<file path="src/rtl/pc_step_controller_if.sv">
// pc_step_controller_if
//   Bundles the front-panel inputs, the PC-side signals and the controller
//   outputs of pc_step_controller into one interface.
//   Optional feature macro: PC_BREAKPOINT_EN (adds bp_valid / bp_addr).
//
//   Signals
//     step_btn   raw step push-button             (master -> slave)
//     run_sw     raw run/step switch, 1 = run     (master -> slave)
//     opcode     opcode field at current PC       (master -> slave)
//     pc         current instruction address      (master -> slave)
//     bp_valid   breakpoint armed (macro only)    (master -> slave)
//     bp_addr    breakpoint address (macro only)  (master -> slave)
//     enable     one-cycle PC advance pulse       (slave -> master)
//     halt       PC freeze                        (slave -> master)
//     state      0 IDLE, 1 STEP, 2 RUN, 3 HALTED  (slave -> master)
//     step_count saturating count of enables      (slave -> master)
interface pc_step_controller_if #(
  parameter int ADDR_W   = 5,
  parameter int OPCODE_W = 4
);
  logic                step_btn;
  logic                run_sw;
  logic [OPCODE_W-1:0] opcode;
  logic [ADDR_W-1:0]   pc;
`ifdef PC_BREAKPOINT_EN
  logic                bp_valid;
  logic [ADDR_W-1:0]   bp_addr;
`endif
  logic                enable;
  logic                halt;
  logic [1:0]          state;
  logic [7:0]          step_count;

  modport master (
`ifdef PC_BREAKPOINT_EN
    output bp_valid, bp_addr,
`endif
    output step_btn, run_sw, opcode, pc,
    input  enable, halt, state, step_count
  );

  modport slave (
`ifdef PC_BREAKPOINT_EN
    input  bp_valid, bp_addr,
`endif
    input  step_btn, run_sw, opcode, pc,
    output enable, halt, state, step_count
  );
endinterface

</file>
<file path="src/rtl/pc_step_controller.sv">
// pc_step_controller
//   Sequencing stage in front of the program counter. Conditions the raw
//   step button and run switch (2-flop synchronizer + debounce), issues
//   single-cycle enable pulses in STEP or clock-divided RUN mode, detects
//   the HALT opcode and counts issued pulses (saturating at 255).
//   Optional feature macro: PC_BREAKPOINT_EN (RUN stops at bp_addr).
//
//   Ports
//     clk    system clock
//     reset  synchronous, active-high reset
//     bus    pc_step_controller_if.slave (step_btn, run_sw, opcode, pc,
//            [bp_valid, bp_addr], enable, halt, state, step_count)
module pc_step_controller #(
  parameter int                   ADDR_W          = 5,
  parameter int                   OPCODE_W        = 4,
  parameter logic [OPCODE_W-1:0]  HALT_OPCODE     = OPCODE_W'(4'b1111),
  parameter int                   DEBOUNCE_CYCLES = 16,
  parameter int                   RUN_DIV         = 8
) (
  input  logic                 clk,
  input  logic                 reset,
  pc_step_controller_if.slave  bus
);

  localparam int DB_W   = $clog2(DEBOUNCE_CYCLES + 1);
  localparam int RATE_W = $clog2(RUN_DIV);

  typedef enum logic [1:0] {
    ST_IDLE   = 2'd0,
    ST_STEP   = 2'd1,
    ST_RUN    = 2'd2,
    ST_HALTED = 2'd3
  } state_e;

  // Input conditioning: channel 0 = step button, channel 1 = run switch.
  logic [1:0] raw_in;
  logic [1:0] deb_lvl;
  assign raw_in = {bus.run_sw, bus.step_btn};

  for (genvar gi = 0; gi < 2; gi++) begin : g_cond
    logic            sync1_q;
    logic            sync2_q;
    logic            deb_q;
    logic [DB_W-1:0] db_cnt_q;

    // The debounced level only moves after the synchronized level has
    // disagreed with it for DEBOUNCE_CYCLES samples in a row.
    always_ff @(posedge clk) begin
      if (reset) begin
        sync1_q  <= 1'b0;
        sync2_q  <= 1'b0;
        deb_q    <= 1'b0;
        db_cnt_q <= '0;
      end else begin
        sync1_q <= raw_in[gi];
        sync2_q <= sync1_q;
        if (sync2_q == deb_q) begin
          db_cnt_q <= '0;
        end else if (db_cnt_q == DB_W'(DEBOUNCE_CYCLES - 1)) begin
          deb_q    <= sync2_q;
          db_cnt_q <= '0;
        end else begin
          db_cnt_q <= db_cnt_q + 1'b1;
        end
      end
    end

    assign deb_lvl[gi] = deb_q;
  end

  logic run_lvl;
  logic step_prev_q;
  logic step_req;
  assign run_lvl  = deb_lvl[1];
  assign step_req = deb_lvl[0] & ~step_prev_q;

  logic is_halt;
  assign is_halt = (bus.opcode == HALT_OPCODE);

  state_e              state_q, state_d;
  logic [RATE_W-1:0]   rate_q, rate_d;
  logic                enable_q, enable_d;
  logic [7:0]          count_q, count_d;
  logic                bp_block_q, bp_block_d;
  logic                run_ok;
  logic                bp_hit;

`ifdef PC_BREAKPOINT_EN
  assign bp_hit = bus.bp_valid && (bus.pc == bus.bp_addr);
`else
  logic unused_pc;
  assign unused_pc = ^bus.pc;
  assign bp_hit    = 1'b0;
`endif

  // After a breakpoint, RUN may only be re-entered once the debounced run
  // level has gone low and come back up.
  assign run_ok = run_lvl & ~bp_block_q;

  always_ff @(posedge clk) begin
    if (reset) begin
      state_q     <= ST_IDLE;
      rate_q      <= '0;
      enable_q    <= 1'b0;
      count_q     <= '0;
      bp_block_q  <= 1'b0;
      step_prev_q <= 1'b0;
    end else begin
      state_q     <= state_d;
      rate_q      <= rate_d;
      enable_q    <= enable_d;
      count_q     <= count_d;
      bp_block_q  <= bp_block_d;
      step_prev_q <= deb_lvl[0];
    end
  end

  always_comb begin
    state_d    = state_q;
    rate_d     = '0;
    enable_d   = 1'b0;
    bp_block_d = bp_block_q & run_lvl;
    if (is_halt) begin
      state_d = ST_HALTED;
    end else begin
      case (state_q)
        ST_IDLE: begin
          if (run_ok)        state_d = ST_RUN;
          else if (step_req) state_d = ST_STEP;
        end
        ST_STEP: begin
          enable_d = 1'b1;
          state_d  = run_ok ? ST_RUN : ST_IDLE;
        end
        ST_RUN: begin
          if (!run_lvl) begin
            state_d = ST_IDLE;
          end else if (bp_hit) begin
            state_d    = ST_IDLE;
            bp_block_d = 1'b1;
          end else if (rate_q == RATE_W'(RUN_DIV - 1)) begin
            enable_d = 1'b1;
          end else begin
            rate_d = rate_q + 1'b1;
          end
        end
        default: state_d = ST_HALTED;
      endcase
    end
    count_d = count_q;
    if (enable_d && (count_q != 8'hFF)) count_d = count_q + 8'd1;
  end

  // enable is a flop; the halt gate keeps it low whenever a halt opcode
  // appears in the same cycle as a pending pulse.
  assign bus.halt       = (state_q == ST_HALTED) | is_halt;
  assign bus.enable     = enable_q & ~bus.halt;
  assign bus.state      = state_q;
  assign bus.step_count = count_q;

endmodule

</file>
<file path="src/flat_wrapper.sv">
// flat-port wrapper written by rule: the top's interface ports become plain ports
module pc_step_controller_flat 
#(
  parameter int                   ADDR_W          = 5,
  parameter int                   OPCODE_W        = 4,
  parameter logic [OPCODE_W-1:0]  HALT_OPCODE     = OPCODE_W'(4'b1111),
  parameter int                   DEBOUNCE_CYCLES = 16,
  parameter int                   RUN_DIV         = 8
)
  (clk, reset, bus_step_btn, bus_run_sw, bus_opcode, bus_pc, bus_enable, bus_halt, bus_state, bus_step_count);
  pc_step_controller_if #(.ADDR_W(ADDR_W), .OPCODE_W(OPCODE_W)) bus_i ();
  input  logic clk;
  input  logic reset;
  input wire logic [$bits(bus_i.step_btn)-1:0] bus_step_btn;
  input wire logic [$bits(bus_i.run_sw)-1:0] bus_run_sw;
  input wire logic [$bits(bus_i.opcode)-1:0] bus_opcode;
  input wire logic [$bits(bus_i.pc)-1:0] bus_pc;
  output wire logic [$bits(bus_i.enable)-1:0] bus_enable;
  output wire logic [$bits(bus_i.halt)-1:0] bus_halt;
  output wire logic [$bits(bus_i.state)-1:0] bus_state;
  output wire logic [$bits(bus_i.step_count)-1:0] bus_step_count;
  assign bus_i.step_btn = bus_step_btn;
  assign bus_i.run_sw = bus_run_sw;
  assign bus_i.opcode = bus_opcode;
  assign bus_i.pc = bus_pc;
  assign bus_enable = bus_i.enable;
  assign bus_halt = bus_i.halt;
  assign bus_state = bus_i.state;
  assign bus_step_count = bus_i.step_count;
  pc_step_controller #(.ADDR_W(ADDR_W), .OPCODE_W(OPCODE_W), .HALT_OPCODE(HALT_OPCODE), .DEBOUNCE_CYCLES(DEBOUNCE_CYCLES), .RUN_DIV(RUN_DIV)) u_core (.clk(clk), .reset(reset), .bus(bus_i));
endmodule
</file>
<file path="config.mk">
export PLATFORM = sky130hd
export DESIGN_NAME = pc_step_controller_flat
export DESIGN_NICKNAME = d
export VERILOG_FILES = /design/src/rtl/pc_step_controller_if.sv /design/src/rtl/pc_step_controller.sv /design/src/flat_wrapper.sv
export SDC_FILE = /design/constraint.sdc
export NUM_CORES = 1
export LEC_CHECK = 0
export CORE_ASPECT_RATIO = 0.9
export CORE_MARGIN = 10
export CORE_UTILIZATION = 46
export DETAILED_ROUTE_END_ITERATION = 10
export MAX_ROUTING_LAYER = met4
export PLACE_DENSITY = 0.77
export SLEW_MARGIN = 30
export SYNTH_ARGS = -nofsm -noshare
export SYNTH_HDL_FRONTEND = slang
export SYNTH_SLANG_ARGS = --single-unit
export TNS_END_PERCENT = 20
</file>
<file path="constraint.sdc">
create_clock -name clk -period 3.1 [get_ports clk]
set_input_delay 0.62 -clock clk [delete_from_list [all_inputs] [get_ports clk]]
set_output_delay 0.62 -clock clk [all_outputs]
set_load 0.02 [all_outputs]
</file>
==> impl_metrics.sql, run 1 <==
INSERT INTO impl_metrics (metric_group, metric, value, unit) VALUES
('worst_setup_path', 'endpoint_kind', 'output pin', ''),
('logic_synthesis', 'post-synth-top-count-cell', 'dfxtp_1', ''),
('global_route', 'antenna_found_initial', '0', ''),
('global_route', 'grt_pass1_wl', '4500', 'um'),
('sta', 'fin_crit_sh', '84.6', '%'),
('clock_tree', 'post_cts_buffers', '0', ''),
('place', 'gp_congestion', '0.784', ''),
('sta', 'setup_tns', '0', 'ns'),
('cells_and_area', 'layout-drive-gt1-share', '6.55', '%'),
('sta', 'skew', '0.0101', 'ns'),
('cells_and_area', 'final_area', '0.00168', 'mm^2'),
('outcome', 'run_status', 'finished clean', ''),
('pwr', 'cell_internal_pwr', '0.618', 'mW'),
('worst_setup_path', 'worst-path-max-fanout', '3', ''),
('clock_tree', 'cts.hold.buffers_added', '0', ''),
('floorplanning', 'floorplan.die.height', '72.0', 'um'),
('hold_path', 'min-delay-path-class', 'flip-flop to flip-flop', ''),
('worst_setup_path', 'critPathMostFrequentCell', 'clkdlybuf4s50_1', ''),
('clock_tree', 'cts_repair_resize_count', '0', ''),
('sta', 'report.final.hold_viol_count', '0', ''),
('floorplanning', 'top_level_ports', '25', ''),
('worst_setup_path', 'kind_of_start_point_of_the_critical_path', 'primary input', ''),
('worst_setup_path', 'timing.critical_path.cells', 'clkdlybuf4s50_1 -> nand4_1 -> nand2b_1 -> clkdlybuf4s50_1', ''),
('pwr', 'total_power', '0.789', 'mW'),
('logic_synthesis', 'synth_flop_cell', 'dfxtp_1', ''),
('sta', 'slew_headroom', '66.6', '%'),
('clock_tree', 'cts.sinks', '32', ''),
('sta', 'post-route-min-period', '2.62', 'ns'),
('detailed_routing', 'dr_total_vias', '1090', ''),
('floorplanning', 'die-width', '77.7', 'um'),
('sta', 'rsz0062_at_grt', 'no', ''),
('sta', 'achievable-frequency', '381', 'MHz'),
('place', 'buffer_ports.inserted', '19', ''),
('clock_tree', 'worst_setup_hold_path_clk_slew', '0.10', 'ns'),
('sta', 'fin_hold_ws', '0.443', 'ns'),
('clock_tree', 'max-clock-path-buffers', '2', ''),
('sta', 'tightestPinTransition', '0.499', 'ns'),
('logic_synthesis', 'yosys_register_bits', '32', ''),
('detailed_routing', 'totalWireLength', '2570', 'um'),
('logic_synthesis', 'synth_enable_flop_cells', '0', ''),
('pwr', 'power_switching_share', '21.7', '%'),
('floorplanning', 'fp.coreArea', '0.00282', 'mm^2'),
('logic_synthesis', 'yosysTopAreaCellShare', '46.4', '%'),
('worst_setup_path', 'critical_path.max_stage_delay', '0.62', 'ns'),
('pwr', 'power.share.clock', '38.2', '%'),
('logic_synthesis', 'yosys.cell_types.count', '33', ''),
('detailed_routing', 'ant_nets', '0', ''),
('global_route', 'maximum_number_of_pins_on_one_net_before_global_route_repair', '16', ''),
('pwr', 'cellPowerDensity', '471', 'mW/mm^2'),
('floorplanning', 'design.die.area', '0.00559', 'mm^2'),
('detailed_routing', 'detail_route.drc_violations', '0', ''),
('cells_and_area', 'area.growth.synth_to_final', '21.4', '%'),
('place', 'dpl-instance-area', '0.00160', 'mm^2'),
('global_route', 'globalRouteTotalUtil', '10.2', '%'),
('clock_tree', 'cts-root-buf', 'clkbuf_4', ''),
('logic_synthesis', 'synthCells', '145', ''),
('global_route', 'global_route.overflow_total', '0', ''),
('logic_synthesis', 'synth_sequential_area_ratio', '46.4', '%'),
('run', 'cap_violations', '0', ''),
('clock_tree', 'tritoncts.num_buffers', '5', ''),
('place', 'hpwl', '1890', 'um'),
('worst_setup_path', 'worstPathBufferInverterCount', '2', ''),
('logic_synthesis', 'syn-num-nets', '169', ''),
('worst_setup_path', 'timing.critical_path.max_delay_family', 'buffers and inverters', ''),
('logic_synthesis', 'ffs_w_async_s_r_synth', '0', '%'),
('sta', 'report.final.setup_viol', '0', ''),
('pwr', 'power.combinational.fraction', '7.9', '%'),
('worst_setup_path', 'worst_ep_arrival_time', '2.00', 'ns'),
('detailed_routing', 'via_density_per_instance', '5.24', ''),
('logic_synthesis', 'synth_top_cell_by_area', 'dfxtp_1', ''),
('pwr', 'vdd_ir_drop_max', '0.250', 'mV');
==> worst paths after layout <==
path	startpoint	endpoint	slack (ns)	depth (start not counted)
worst min-delay path	u_core.rate_q[0]	u_core.rate_q[0]	0.44	1
worst max register to register	u_core.bus.state[0]	u_core.bus.step_count[5]	0.87	6
worst max-delay path	bus_opcode[3]	bus_halt	0.48	4
worst min register to register	u_core.rate_q[0]	u_core.rate_q[0]	0.44	1
==> sequential cells by signal, indices dropped and copies added, names as in the netlist <==
register                count
u_core.g_cond.db_cnt_q     10
u_core.bus.step_count       8
u_core.rate_q               3
u_core.bus.state            2
u_core.g_cond.deb_q         2
u_core.g_cond.sync1_q       2
u_core.g_cond.sync2_q       2
u_core.bp_block_q           1
u_core.enable_q             1
u_core.step_prev_q          1
==> layer usage <==
layer	global-route usage [%]	vias up	wire length [um]	part of all wire, %
met1	11.1	508	1190	46
met2	15.5	26	1170	46
met5	-	-	0	0
met3	5.54	7	167	6.5
li1	-	549	-	-
met4	3.64	0	42	1.6
==> power by group through the flow <==
stage	Combinational (mW)	Clock, mW	Sequential, mW
6_report	0.0627	0.302	0.425
2_1_floorplan	0.0326	0	0.438
3_5_place_dp	0.0623	0	0.434
3_3_place_gp	0.0602	0	0.434
5_1_grt	0.0693	0.342	0.427
4_1_cts	0.0628	0.315	0.425
==> placed cells by master, fill, tap and decap left out, drive strengths merged, types with 2 or more instances in the layout <==
cell / Yosys / routed
o21ai: 3 / 3
a21oi: 6 / 6
and2: 2 / 2
xnor2: 4 / 4
dfxtp: 32 / 32
clkdlybuf4s50: 0 / 19
inv: 10 / 10
or4: 4 / 4
nand2b: 3 / 3
mux2i: 3 / 3
nor2b: 7 / 7
and4: 3 / 3
nand3: 6 / 6
ha: 11 / 11
and3: 4 / 4
o31ai: 3 / 3
xor2: 2 / 2
clkbuf: 2 / 6
nand2: 6 / 6
nor4: 2 / 2
or3: 3 / 3
nand4: 2 / 2
nor2: 16 / 16
==> kinds of logic (layout without fill, tap and decap cells) <==
group	count (synthesis)	count (layout)	share of synthesized area [%]
and+or+nand+nor	59	59	23.2
DFF	32	32	46.4
AOI/OAI and AO/OA	18	18	8.79
buffers and inverters	15	38	4.81
adders and majority gates	11	11	9.97
xor gates and xnor gates	6	6	3.81
muxes	4	4	2.99
==> through the flow <==
step,setup slack (ns),instances
3_5_place_dp,0.471,200
5_1_grt,0.369,208
2_1_floorplan,1.24,145
4_1_cts,0.466,208
6_report,0.479,208
3_3_place_gp,0.504,200
==> final cells by class <==
class,count,area (um^2)
Tap cell,40,50.0
Multi-Input combinational cell,98,673
Sequential cell,32,641
Clock inverter,2,35.0
Clock buffer,6,41.3
Fill cell,251,1140
Timing Repair Buffer,20,198
Inverter,10,37.5
(Power assumes the default switching activity.)
==> run 2, diff against run 1 <==
- clock period: 3.1 -> 2.5 ns (I/O delays scaled with it)
==> run 2 against run 1 <==
Compared with the run above:
- critical path depth increased by 1
- wire length increased by 3.1%
- register-to-register slack got worse by 0.47 ns
- clock power is essentially flat
- flip-flop and latch count is the same
- sequential share of layout area up 0.23 points
- clock-buffer cell count grew 2
- combinational power rose by 26%
- critical endpoint is now bus_enable
- sequential power is 24% higher
==> impl_metrics.sql, run 2 (same netlist as run 1, synthesis figures left out) <==
INSERT INTO impl_metrics (metric_group, metric, value, unit) VALUES
('place', 'hpwl', '2010', 'um'),
('clock_tree', 'cts-root-buf', 'clkbuf_4', ''),
('clock_tree', 'tritoncts.num_buffers', '5', ''),
('worst_setup_path', 'r2r_end', 'u_core.bus.step_count[5]', ''),
('sta', 'timing.final.max_slew_violations', '0', ''),
('cells_and_area', 'stdcell_count', '209', ''),
('worst_setup_path', 'kind_of_start_point_of_the_critical_path', 'primary input', ''),
('clock_tree', 'max-clock-path-buffers', '2', ''),
('global_route', 'maximum_number_of_pins_on_one_net_before_global_route_repair', '15', ''),
('detailed_routing', 'dr.pass1.iters', '4', ''),
('worst_setup_path', 'worst-path-max-fanout', '3', ''),
('worst_setup_path', 'timing.rr.start', 'u_core.bus.state[0]', ''),
('hold_path', 'min-delay-path-class', 'flip-flop to flip-flop', ''),
('sta', 'setup_tns', '0', 'ns'),
('worst_setup_path', 'timing.reg2reg.worst_path_depth', '6', ''),
('detailed_routing', 'detail_route.drc_violations', '0', ''),
('place', 'buffer_ports.inserted', '19', ''),
('global_route', 'vias_in_the_first_global_route', '1057', ''),
('global_route', 'antenna_found_initial', '0', ''),
('clock_tree', 'cts.sinks', '32', ''),
('place', 'gp_congestion', '0.778', ''),
('floorplanning', 'fp.coreArea', '0.00282', 'mm^2'),
('cells_and_area', 'layout-drive-gt1-share', '6.51', '%'),
('run', 'cap_violations', '0', ''),
('clock_tree', 'cts.hold.buffers_added', '0', ''),
('worst_setup_path', 'timing.critical_path.cells', 'clkdlybuf4s50_1 -> nand4_1 -> nand2b_1 -> nor2_1 -> clkdlybuf4s50_1', ''),
('cells_and_area', 'most-common-layout-cells', 'dfxtp_1, clkdlybuf4s50_1, nor2_1', ''),
('clock_tree', 'clock_tree_from_tritoncts', 'done', ''),
('hold_path', 'worst_hold_path.endpoint', 'u_core.rate_q[0]', ''),
('floorplanning', 'design.die.area', '0.00559', 'mm^2'),
('global_route', 'grt_pass1_wl', '4730', 'um'),
('floorplanning', 'top_level_ports', '25', ''),
('sta', 'achievable-frequency', '420', 'MHz'),
('clock_tree', 'clock_tree.htree_level_count', '2', ''),
('clock_tree', 'cts_repair_resize_count', '0', ''),
('pwr', 'total_power', '0.906', 'mW'),
('worst_setup_path', 'critPathMostFrequentCell', 'clkdlybuf4s50_1', ''),
('outcome', 'run_status', 'finished clean', ''),
('detailed_routing', 'via_density_per_instance', '5.13', ''),
('cells_and_area', 'final_area', '0.00167', 'mm^2'),
('cells_and_area', 'fin_nets', '192', ''),
('pwr', 'cellPowerDensity', '544', 'mW/mm^2'),
('sta', 'report.final.setup_viol', '0', ''),
('worst_setup_path', 'cpMaxStageDelayCell', 'clkdlybuf4s50_1', ''),
('worst_setup_path', 'endpoint_kind', 'output pin', ''),
('worst_setup_path', 'cp.required', '2.00', 'ns'),
('hold_path', 'worst_hold_startpoint', 'u_core.rate_q[0]', ''),
('detailed_routing', 'routedWlPerCell', '12.7', 'um'),
('sta', 'fin_crit_sh', '95.2', '%'),
('sta', 'skew', '0.00648', 'ns'),
('clock_tree', 'clock_latency', '0.33', 'ns'),
('detailed_routing', 'detail_route.iter0.violations', '56', ''),
('sta', 'slew_headroom', '64.5', '%'),
('sta', 'report.final.hold_viol_count', '0', ''),
('floorplanning', 'floorplan.die.height', '72.0', 'um'),
('cells_and_area', 'final_common_cell', 'dfxtp_1', ''),
('global_route', 'globalRouteTotalUtil', '10.6', '%'),
('sta', 'fin_hold_ws', '0.439', 'ns'),
('cells_and_area', 'largest_register_ff_count', '10', ''),
('global_route', 'global_route.overflow_total', '0', ''),
('pwr', 'vdd_ir_drop_max', '0.299', 'mV'),
('place', 'dpl-instance-area', '0.00161', 'mm^2'),
('sta', 'post-route-min-period', '2.38', 'ns'),
('detailed_routing', 'dr_total_vias', '1072', ''),
('clock_tree', 'post_cts_buffers', '0', ''),
('cells_and_area', 'antenna_cells', '0', ''),
('worst_setup_path', 'critPathKind', 'primary input to output pin', ''),
('cells_and_area', 'largest-register', 'u_core.g_cond.db_cnt_q', ''),
('worst_setup_path', 'critical_path.max_stage_delay', '0.62', 'ns'),
('worst_setup_path', 'worst_ep_arrival_time', '1.88', 'ns'),
('worst_setup_path', 'worst_reg_to_reg_setup_slack', '0.40', 'ns'),
('pwr', 'leakage_power', '0.630', 'nW'),
('sta', 'rsz0062_at_grt', 'no', ''),
('sta', 'tightestPinTransition', '0.531', 'ns'),
('place', 'dp.cells', '201', ''),
('cells_and_area', 'area.growth.synth_to_final', '20.7', '%'),
('hold_path', 'hold_depth', '1', ''),
('floorplanning', 'die-width', '77.7', 'um'),
('detailed_routing', 'ant_nets', '0', ''),
('detailed_routing', 'totalWireLength', '2650', 'um'),
('clock_tree', 'worst_setup_hold_path_clk_slew', '0.09', 'ns'),
('floorplanning', 'floorplan.initialDensity', '49.0', '%'),
('floorplanning', 'std_cell_rows', '18', '');
==> run 2: changes by cell type in the layout (fill, tap and decap cells not counted) <==
| cell | previous run | this run |
|---|---|---|
| buf_4 | 1 | 2 |
| clkbuf_8 | 0 | 1 |
| clkinv_2 | 1 | 0 |
| bufinv_16 | 1 | 0 |
| clkbuf_1 | 1 | 2 |
==> run 2: layer usage <==
layer / global-route usage (%) / up-vias / wire [um] / share of wire (%)
met4: 3.64 / 0 / 32 / 1.2
met1: 11.5 / 492 / 1160 / 44
li1: - / 545 / - / -
met5: - / - / 0 / 0
met3: 5.30 / 7 / 178 / 6.7
met2: 16.7 / 28 / 1290 / 48
==> run 2: how the worst max path moves through the flow <==
stage,depth (start not counted),startpoint,to
2_1_floorplan,5,u_core.bus.state[1],u_core.bus.step_count[5]
3_3_place_gp,4,bus_opcode[2],bus_halt
3_5_place_dp,5,bus_opcode[3],bus_enable
4_1_cts,5,bus_opcode[3],bus_enable
5_1_grt,5,bus_opcode[3],bus_enable
6_report,5,bus_opcode[3],bus_enable
==> run 2: layout make-up <==
| class | instances | area [um^2] |
|---|---|---|
| clock buffer | 8 | 58.8 |
| fill | 251 | 1150 |
| inverter | 10 | 37.5 |
| multi-input combinational | 98 | 673 |
| sequential | 32 | 641 |
| tap | 40 | 50.0 |
| timing repair buffer | 21 | 205 |
==> run 2: metrics by stage <==
stage | utilization (%) | setup WS (ns)
after floorplan | - | 0.717
after global placement | 57.1 | 0.140
after detailed placement | 57.1 | 0.109
after CTS | 59.2 | 0.103
after global routing | 59.2 | 0.0419
final | 59.2 | 0.120
==> run 2: critical path: cells and delay by family <==
kind | cells | cell delay [ns]
and+or+nand+nor | 3 | 0.35
buffers and inverters | 2 | 1.04
==> run 2: report_power, final <==
part	switching (mW)	total (mW)	internal (mW)
Clock	0.162	0.300	0.139
Sequential	0.00880	0.527	0.518
Combinational	0.0393	0.0792	0.0399
Total	0.210	0.906	0.697
==> variant 1, RTL diff (flow settings as in run 2) <==
`RUN_DIV` is set to 8 in 2 places; all go to 4.
--- a/src/rtl/pc_step_controller.sv
+++ b/src/rtl/pc_step_controller.sv
@@ -16,5 +16,5 @@
   parameter logic [OPCODE_W-1:0]  HALT_OPCODE     = OPCODE_W'(4'b1111),
   parameter int                   DEBOUNCE_CYCLES = 16,
-  parameter int                   RUN_DIV         = 8
+  parameter int                   RUN_DIV         = 4
 ) (
   input  logic                 clk,
--- a/src/flat_wrapper.sv
+++ b/src/flat_wrapper.sv
@@ -6,5 +6,5 @@
   parameter logic [OPCODE_W-1:0]  HALT_OPCODE     = OPCODE_W'(4'b1111),
   parameter int                   DEBOUNCE_CYCLES = 16,
-  parameter int                   RUN_DIV         = 8
+  parameter int                   RUN_DIV         = 4
 )
   (clk, reset, bus_step_btn, bus_run_sw, bus_opcode, bus_pc, bus_enable, bus_halt, bus_state, bus_step_count);
Check against the original RTL: same outputs for any inputs over 10 cycles, from zero or initial values and one cycle with reset high; that may be too few to reach the edited logic, so the function may still have changed.
==> variant 1 against run 2 <==
  * Sequential cell count shrank 1
  * Critical path depth is the same
  * Wire length grew 2.8%
  * Cell count shrank 4.3%
  * Power shrank 4.4%
  * Maximum frequency grew 2.0%
  * Design area shrank 2.0%
  * Via count grew 0.65%
  * Synthesized area shrank 2.1%
  * Global-route usage grew 0.11 points
  * Setup slack gained 0.046 ns
==> variant 1: results (changes against run 2) <==
Outcome:
- The flow ran to the end, and the final reports show no timing, DRC or antenna violations.

Critical path:
- In this run the critical register-to-register path is captured at u_core.bus.step_count[4].
- The setup slack on the worst flop-to-flop path was 0.75 ns (+0.35 ns).
- The most critical setup path has its startpoint at bus_opcode[3].
- The data arrival time of the critical path is 1.83 ns (-0.05 ns).

Global routing:
- The total global routing track utilization is 10.7% (+0.11 points).
- The via count of the first global-routing pass is 1049 (-0.76%).
- The met3 usage in global routing is 5.11% (-0.18 points).
- The first-pass GRT wire length is 4680 um (-1.0%).
- The global routing usage on met1 is 10.4% (-1.1 points).
- The met2 layer usage reported by global route is 17.8% (+1.2 points).
- The maximum number of pins on one net before global-route repair came to 13 (-2).

Logic synthesis:
- In the post-synthesis netlist, the biggest area contributors are sky130_fd_sc_hd__dfxtp_1, sky130_fd_sc_hd__ha_1, sky130_fd_sc_hd__nor2_1, sky130_fd_sc_hd__nor2b_1, sky130_fd_sc_hd__and3_1.
- The commonest cells after synthesis are sky130_fd_sc_hd__dfxtp_1, sky130_fd_sc_hd__nor2_1, sky130_fd_sc_hd__ha_1.
- The synthesized net count is 159 (-5.9%).
- The number of unique standard cell types used by synthesis is 31 (-6.1%).
- The sequential cell area fraction in the yosys report is 45.9% (-0.49 points).

Power and ir drop:
- The combinational group power came to 0.0940 mW (+19%).
- The power dissipated in the clock network is 0.261 mW (-13%).
- The switching power is 0.217 mW (+3.7%).
- The maximum vdd drop was 0.285 mV (-4.8%).

Hold path:
- The tightest min-delay check is of the flip-flop to flip-flop type.

Place:
- The last weighted congestion value of the routability-driven placer was 0.791 (+1.6%).
- The half-perimeter wire length of the detailed placement result is 2100 um (+4.6%).
- The worst slack after detailed placement is 0.155 ns (+0.0459 ns).

Route:
- The wire length after detailed routing is 2730 um (+2.8%).
- The uppermost layer routed is met4.
- The routed length on met1 was 1140 um (-1.1%).
- The wire length on met3 is 185 um (+3.9%).
- The total length of routed met2 wires is 1330 um (+3.7%).
- The number of vias in the routed layout is 1079 (+0.65%).
- The number of DRC markers in iteration 0 came to 86 (+54%).

STA:
- The pin slew with the least headroom to its limit came to 0.369 ns (-0.163 ns).
- The hold slack is 0.421 ns (-0.0178 ns).
- The final clock skew came to 0.0117 ns (+0.00519 ns).

Finish:
- The fill cell instance count of the final layout is 245 (-2.4%).
- The buffering overhead is 12.6% (+0.25 points).
- The sequential fraction of total cell area is 38.0% (-0.46 points).
- The layout net count is 184 (-4.2%).
- The non-clock inverter total of the final layout is 8 (-2).
- The clock network area share is 2.53% (-1.0 points).
- The number of sequential storage elements is 31 (-3.1%).
- The clock buffer count in the final layout is 6 (-2).
- The number of combinational gates with multiple inputs is 94 (-4.1%).
- The multi-input logic area was 686 sq um (+1.9%).
- The share of final-layout standard cells stronger than drive strength 1 is 6.88% (+0.37 points).
## variant 1: cell count changes in the layout (fill, tap and decap cells not counted), sizes merged, moves of 3 or more
cell           run 2  this run
a311oi             0         3
and4               3         0
nand2              6         1
or4                4         0
## variant 1: metrics by stage
step | area [sq um] | total power, mW | std cells | utilization, %
after floorplan | 1350 | 0.578 | 136 | -
after global placement | 1590 | 0.612 | 194 | 57.5
after detailed placement | 1590 | 0.617 | 194 | 57.5
after CTS | 1630 | 0.869 | 200 | 58.9
after global routing | 1630 | 0.903 | 200 | 58.9
final | 1630 | 0.866 | 200 | 58.9
## variant 1: cells by family after synthesis
kind of cell | after synthesis | share of synthesized area (%)
AOI/OAI and AO/OA | 22 | 13.1
xor gates and xnor gates | 7 | 4.54
adders and majority gates | 10 | 9.26
buffers and inverters | 11 | 3.33
DFF | 31 | 45.9
muxes | 3 | 2.22
and+or+nand+nor | 52 | 21.6
==> variant 2, RTL diff (flow settings as in run 2) <==
Without the edit above. Make the reset (`reset`) asynchronous in 2 clocked blocks. Comments in the files are not updated.
--- a/src/rtl/pc_step_controller.sv
+++ b/src/rtl/pc_step_controller.sv
@@ -46,5 +46,5 @@
     // The debounced level only moves after the synchronized level has
     // disagreed with it for DEBOUNCE_CYCLES samples in a row.
-    always_ff @(posedge clk) begin
+    always_ff @(posedge clk or posedge reset) begin
       if (reset) begin
         sync1_q  <= 1'b0;
@@ -98,5 +98,5 @@
   assign run_ok = run_lvl & ~bp_block_q;
 
-  always_ff @(posedge clk) begin
+  always_ff @(posedge clk or posedge reset) begin
     if (reset) begin
       state_q     <= ST_IDLE;
Formal check against the unedited RTL: differs if reset is asserted again (counterexample within 4 cycles, from zero or initial values and one cycle with reset high); with reset held inactive, the same outputs for 10 cycles.
==> variant 2 against run 2 <==
  * Combinational power is 49% lower
  * Synthesized area is 3.5% higher
  * Clock power is 6% higher
  * Power is 1.6% lower
  * Design area is 5.2% higher
  * Maximum frequency is 0.48% higher
  * Hold slack worse by 0.078 ns
  * Register-to-register slack better by 0.30 ns
  * Clock skew is 0.00089 ns lower
  * Critical path depth is 1 lower
  * Setup slack better by 0.011 ns
  * Wire length is 7.9% lower
  * Sequential cell count stayed put
  * Largest power group unchanged
  * Highest routed layer unchanged
==> variant 2: results (changes against run 2) <==
Outcome:
- The run finished with clean final reports.

Clock network:
- The total of cells resized after clock tree synthesis is 0 (unchanged).
- The total setup buffers inserted after CTS is 0 (unchanged).
- The clock network latency to the later pin of the worst-skew pair was 0.31 ns (-0.02 ns).

Logic synthesis:
- The synthesized net count is 140 (-17%).
- The number of unique standard cell types used by synthesis is 31 (-6.1%).
- The average size of a mapped cell is 12.1 sq um (+27%).
- The sequential cell area fraction in the yosys report is 56.0% (+9.6 points).
- The predominant post-synthesis flop cell is sky130_fd_sc_hd__dfrtp_1.
- The fraction of registers with async set/reset is 100% (+100 points).
- The commonest cells after synthesis are sky130_fd_sc_hd__dfrtp_1, sky130_fd_sc_hd__nor2_1, sky130_fd_sc_hd__xor2_1.
- By area the synthesized netlist is led by sky130_fd_sc_hd__dfrtp_1, sky130_fd_sc_hd__ha_1, sky130_fd_sc_hd__xor2_1, sky130_fd_sc_hd__nor2_1, sky130_fd_sc_hd__inv_1.

Finish:
- The share of final-layout standard cells stronger than drive strength 1 is 13.0% (+6.5 points).
- The fill cell instance count of the final layout was 266 (+6.0%).
- The layout net count came to 168 (-13%).

Place:
- The last weighted congestion value of the routability-driven placer came to 0.746 (-4.2%).
- The worst slack after detailed placement is 0.160 ns (+0.0506 ns).
- The half-perimeter wire length of the detailed placement result is 1810 um (-9.7%).
- The placement-stage cell area is 1690 sq um (+5.0%).

Route:
- The number of DRC markers in iteration 0 came to 39 (-30%).
- The wire length after detailed routing is 2440 um (-7.9%).
- The number of vias in the routed layout was 926 (-14%).

Global routing:
- The met2 layer usage reported by global route is 14.1% (-2.5 points).
- The global routing usage on met1 is 11.9% (+0.33 points).
- The maximum number of pins on one net before global-route repair is 33 (+18).
- The met3 usage in global routing is 3.45% (-1.8 points).
- The first-pass GRT wire length is 4330 um (-8.3%).
- The total global routing track utilization came to 9.85% (-0.78 points).
- The via count of the first global-routing pass is 924 (-13%).

STA:
- The pin slew with the least headroom to its limit came to 0.392 ns (-0.140 ns).
- The final clock skew was 0.00560 ns (-0.000885 ns).

Power and ir drop:
- The leakage power figure was 0.863 nW (+37%).
- The maximum vdd drop was 0.360 mV (+20%).
## variant 2: cell count changes after synthesis, moves of 4 or more
cell	change
sky130_fd_sc_hd__nor2b_1	-7
sky130_fd_sc_hd__xor2_1	+9
sky130_fd_sc_hd__xnor2_1	-4
sky130_fd_sc_hd__a21oi_1	-5
sky130_fd_sc_hd__dfrtp_1	+32
sky130_fd_sc_hd__or4_1	-4
sky130_fd_sc_hd__nor2_1	-4
sky130_fd_sc_hd__dfxtp_1	-32
## variant 2: path summary, 6_finish.rpt
| kind | startpoint | endpoint | slack [ns] | cells after the start |
|---|---|---|---|---|
| max in group asynchronous | reset | u_core.g_cond[1].db_cnt_q[4] | 1.66 | 3 |
| max | u_core.bus.state[0] | bus_enable | 0.13 | 4 |
| min reg2reg | u_core.g_cond[1].sync1_q | u_core.g_cond[1].sync2_q | 0.36 | 0 |
| min | u_core.g_cond[1].sync1_q | u_core.g_cond[1].sync2_q | 0.36 | 0 |
| max reg2reg | u_core.bus.state[0] | u_core.bus.step_count[1] | 0.70 | 6 |
| min in group asynchronous | reset | u_core.rate_q[1] | 0.55 | 3 |
## variant 2: kinds of logic after synthesis
logic type	synth area share (%)
multiplexers	3.33
XOR/XNOR	6.74
buffers and inverters	2.63
flip-flops	56.0
AO/OA/AOI/OAI	5.96
adder cells (fa/ha/maj)	7.88
AND/OR/NAND/NOR	17.4
## variant 2: metal layers
metal  wire length [um]  part of all wire (%)
met3                106                   4.3
met2               1150                    47
met5                  0                     0
met4                 42                   1.7
met1               1140                    47
## variant 2: power by group
group	total (mW)	leakage (nW)	switching [mW]	internal, mW
Sequential	0.536	0.422	0.00734	0.528
Combinational	0.0401	0.404	0.0207	0.0194
Clock	0.317	0.0374	0.157	0.159
Total	0.892	0.863	0.185	0.707
## variant 2: cell type report
class / count / area [sq um] / share of cell area, %
flip-flops and latches: 32 / 801 / 45.7
multi-input cells: 76 / 591 / 33.7
repair buffers: 21 / 205 / 11.7
clock buffers: 7 / 65.1 / 3.71
well taps: 42 / 52.6 / 3.00
inverters: 10 / 37.5 / 2.14
